## src/rtl/div8su4_seq.sv

```systemverilog
// div8su4_seq: sequential signed-8 / unsigned-4 restoring divider, truncating toward zero.
module div8su4_seq (
  input  logic       clk,
  input  logic       rst,
  input  logic       in_valid,
  output logic       in_ready,
  input  logic [7:0] s,
  input  logic [3:0] u,
  output logic       out_valid,
  input  logic       out_ready,
  output logic [7:0] q,
  output logic [4:0] r,
  output logic       dbz
);
  typedef enum logic [1:0] {IDLE, CALC, FIX, DONE} state_t;
  state_t     state_q;
  logic [7:0] a_q;
  logic [3:0] rem_q, u_q;
  logic       neg_q;
  logic [2:0] cnt_q;
  logic [4:0] sh_d, sub_d;
  logic       ge_d;
  always_comb begin
    sh_d  = {rem_q, a_q[7]};
    ge_d  = sh_d >= {1'b0, u_q};
    sub_d = ge_d ? sh_d - {1'b0, u_q} : sh_d;
  end
  // a_q holds |s| and collects quotient bits from the LSB as dividend bits leave the MSB
  always_ff @(posedge clk) begin
    if (rst) begin
      state_q   <= IDLE;
      in_ready  <= 1'b1;
      out_valid <= 1'b0;
      q         <= '0;
      r         <= '0;
      dbz       <= 1'b0;
      a_q       <= '0;
      rem_q     <= '0;
      u_q       <= '0;
      neg_q     <= 1'b0;
      cnt_q     <= '0;
    end else begin
      case (state_q)
        IDLE: if (in_valid && in_ready) begin
          in_ready <= 1'b0;
          neg_q    <= s[7];
          a_q      <= s[7] ? -s : s;
          u_q      <= u;
          rem_q    <= '0;
          cnt_q    <= '0;
          dbz      <= u == 4'd0;
          state_q  <= (u == 4'd0) ? FIX : CALC;
        end
        CALC: begin
          rem_q <= sub_d[3:0];
          a_q   <= {a_q[6:0], ge_d};
          cnt_q <= cnt_q + 3'd1;
          if (cnt_q == 3'd7) state_q <= FIX;
        end
        FIX: begin
          q         <= dbz ? (neg_q ? 8'h80 : 8'h7F) : (neg_q ? -a_q : a_q);
          r         <= dbz ? 5'd0 : (neg_q ? -{1'b0, rem_q} : {1'b0, rem_q});
          out_valid <= 1'b1;
          state_q   <= DONE;
        end
        DONE: if (out_ready) begin
          out_valid <= 1'b0;
          in_ready  <= 1'b1;
          state_q   <= IDLE;
        end
        default: state_q <= IDLE;
      endcase
    end
  end
endmodule

```

## config.mk

```make
export PLATFORM = sky130hd
export DESIGN_NAME = div8su4_seq
export DESIGN_NICKNAME = d
export VERILOG_FILES = /design/src/rtl/div8su4_seq.sv
export SDC_FILE = /design/constraint.sdc
export NUM_CORES = 1
export LEC_CHECK = 0
export ABC_AREA = 1
export CAP_MARGIN = 5
export CORE_MARGIN = 5
export CORE_UTILIZATION = 39
export CTS_BUF_LIST = sky130_fd_sc_hd__clkbuf_2
export DETAILED_ROUTE_END_ITERATION = 10
export PLACE_DENSITY = 0.66
export SYNTH_ARGS = -nofsm -noshare
export SYNTH_HDL_FRONTEND = slang
export SYNTH_SLANG_ARGS = --single-unit
```

## constraint.sdc

```tcl
create_clock -name clk -period 1.69 [get_ports clk]
set_input_delay 0.4225 -clock clk [delete_from_list [all_inputs] [get_ports clk]]
set_output_delay 0.4225 -clock clk [all_outputs]
set_load 0.05 [all_outputs]
```

==> run metrics <==
maximum buffer depth of the clock tree 2; placed cells 424; most frequent cells in the layout nand2_1, inv_1, a21oi_1, dfxtp_1, buf_4; number of input and output port buffers inserted 31; final cell area excluding filler cells between 2000 and 3000 µm²; post-DP HPWL 3910 µm; Reg2Reg Depth 8; Post-Route WL just over 5000 µm; number of antenna violations at the first check in global routing 0; biggest area consumer among synthesized cells dfxtp_1; global-route congestion overflow total 0; worst r2r dst rem_q[0]$_SDFFE_PP0P_; share of the synthesized netlist area taken by xor and xnor gates 0.0200; Syn. warnings 0; max-slew violation count 0; floorplan row count 27; number of inserted filler cells in the final layout ~560; routability congestion estimate between 0.8 and 0.9; flip-flop cell with the highest count after synthesis dfxtp_1; switching power of the nets around 2.3 mW; dominant combinational cell family by area after synthesis simple AND/OR/NAND/NOR gates; drt first-iter violations approximately 210; worst hold slack after final layout between 400 and 500 ps; final routed wire length divided by cell count about 12 µm; post-synthesis net count between 300 and 400; category of the worst setup path launch point register; clock tree from TritonCTS yes; global-route wire length before repair between 8000 and 9000 µm; endpoint arrival time on the critical path 1900 ps; sequential area share after synthesis 0.348; final-report hold violation count 0; IO Pins 32; leakage component of the power approximately 1.2 nW; count of cell types in the netlist 28; post-route clock skew 23.3 ps; cell area after synthesis around 2200 µm²; count of max-cap constraint violations 0; clk_lat worst skew about 420 ps; RSZ-0062 raised after global routing false; starting density of the core 0.400; Post-Synth Simple-Gate Area 0.262; placed cell areas 2670 µm²; Yosys reg bits 38; peak supply drop between 0.001 and 0.0015 V; proportion of total power due to net switching 0.487; maximum number of pins on one net before global-route repair 20; final period demand of the worst path ~1500 ps; Final Cycle Share 0.903; post-DR vias/cell approximately 4.9; via count of the routed design around 2100; adder and majority gate portion of the synthesized area 0.0835; fraction of the mapped netlist area in compound gates 0.197; area fraction of the dominant cell type after synthesis 0.348; async set or reset register ratio after synthesis 0; proportion of synthesized area in mux cells 0; DRC violation count after routing 0; number of antenna cells inserted 0; detailed-routing iteration count for the pre-antenna-repair pass 4; startpoint of the tightest hold check path u_q[0]$_SDFFE_PP0P_; crit path launch rem_q[1]$_SDFFE_PP0P_; class of the tightest hold or removal check reg -> reg; number of enable flip-flop cells after synthesis 0; Relative slew margins 0.794; maximum operating frequency around 660 MHz; Worst Max-Slew Pin Slew approximately 310 ps; CP Class reg -> reg; cts bufs inserted 5; endpoint of the most critical setup path rem_q[0]$_SDFFE_PP0P_; Mapped Cells ~320; CTS root buf clkbuf_2; full die area between 7000 and 8000 µm²; post-CTS sizing 0; overall routing resource usage 0.149; final layout net count 389; Mapped Avg Cell Area 6.94 µm²; core area 5470 µm²; share of final-layout standard cells stronger than drive strength 1 0.153; Post-DRT Antenna Nets 0; part of the power in the clock network 0.124; Post CTS Setup Buffer Count 0; reg-to-reg startpoint rem_q[1]$_SDFFE_PP0P_; clock sinks 38; P&R area growth vs syn 25.6%; CP endpoint kind register; Internal Dissipation approximately 2.4 mW; required time at the worst-slack endpoint roughly 2100 ps; Pwr Density approximately 1700 nW/µm²; status complete, no violations; Max Fanout on Critical Path 5; setup slack, reg-to-reg 160 ps; number of H-tree levels 2; share of power burned in combinational logic 0.591; Die X roughly 85 µm; CTS Hold Bufs 0; fin cells roughly 430; setup violation total in the final timing report 0; clock-pin transition on the worst setup and hold timing paths 220 ps; cell types with the largest area share after synthesis dfxtp_1, nand2_1, a21oi_1, ha_1, inv_1; Sequential Power Share 0.285; vias in the first global route 1847; die outline height between 80 and 90 µm; most frequent standard cell in the layout excluding fill and tap cells nand2_1
[layout make-up]
class                           instances  area [µm²]  share of cell area
Clock inverter                          3        45.0              0.0164
Tap cell                               72        90.1              0.0328
Clock buffer                            5        25.0             0.00911
Sequential cell                        38         764               0.278
Multi-Input combinational cell        229        1240               0.451
Inverter                               39         151              0.0551
Timing Repair Buffer                   46         433               0.158
[worst max-delay path: stages, from the launching register on]
cell     delay, ps
dfxtp_2        380
ha_1           350
a21oi_2        160
nand2_1         60
nand2_1        150
nand2_2        110
nand2_1         70
nand3_1         70
a21oi_1        130
[Yosys cell counts, types with 3 or more instances]
| library cell | number |
|---|---|
| a21oi_1 | 36 |
| a21oi_2 | 5 |
| a31oi_1 | 3 |
| clkbuf_1 | 5 |
| dfxtp_1 | 38 |
| ha_1 | 13 |
| inv_1 | 36 |
| nand2_1 | 79 |
| nand3_1 | 21 |
| nand4_1 | 4 |
| nor2_1 | 24 |
| o211ai_1 | 4 |
| o21ai_0 | 23 |
| xor2_1 | 4 |
[how the worst min path moves through the flow]
stage	cells past startpoint	endpoint	slack, ps
2_1_floorplan	2	u_q[0]$_SDFFE_PP0P_	430
3_3_place_gp	2	u_q[0]$_SDFFE_PP0P_	440
3_5_place_dp	2	u_q[0]$_SDFFE_PP0P_	440
4_1_cts	2	u_q[0]$_SDFFE_PP0P_	470
5_1_grt	2	u_q[0]$_SDFFE_PP0P_	490
6_report	2	u_q[0]$_SDFFE_PP0P_	460
[through the flow]
stage	util	TNS (ps)	power, mW	setup slack (ps)
2_1_floorplan	-	0	3.35	167
3_3_place_gp	0.487	-131	4.06	-49.0
3_5_place_dp	0.487	-311	4.10	-86.0
4_1_cts	0.500	0	4.70	101
5_1_grt	0.502	0	5.17	0.858
6_report	0.502	0	4.73	164
[cells by family (layout without fill, tap and decap cells)]
kind of cell               Yosys count  after routing
AOI/OAI and AO/OA                   76             76
xor gates and xnor gates             5              5
adders and majority gates           14             14
buffers and inverters               48             93
DFF                                 38             38
and+or+nand+nor                    134            134
[power groups by stage]
| stage | Clock [mW] | Combinational, mW | Sequential, mW |
|---|---|---|---|
| 2_1_floorplan | 0 | 1.80 | 1.55 |
| 3_3_place_gp | 0 | 2.71 | 1.35 |
| 3_5_place_dp | 0 | 2.74 | 1.36 |
| 4_1_cts | 0.602 | 2.76 | 1.34 |
| 5_1_grt | 0.653 | 3.14 | 1.38 |
| 6_report | 0.586 | 2.79 | 1.35 |
[flip-flops by register name, indices dropped and copies added, names as in the netlist]
register / flops
state_q: 2
out_valid: 1
u_q: 4
rem_q: 4
r: 5
a_q: 8
neg_q: 1
dbz: 1
in_ready: 1
cnt_q: 3
q: 8
[per-layer routing]
layer  wire, µm  vias up  global-route usage
met2       2300       38               0.232
met3        193        6              0.0291
li1           -     1133                   -
met5          0        -                   0
met4         51        0              0.0547
met1       2580      943               0.206
Note: power is estimated with default switching activity, not from simulation.
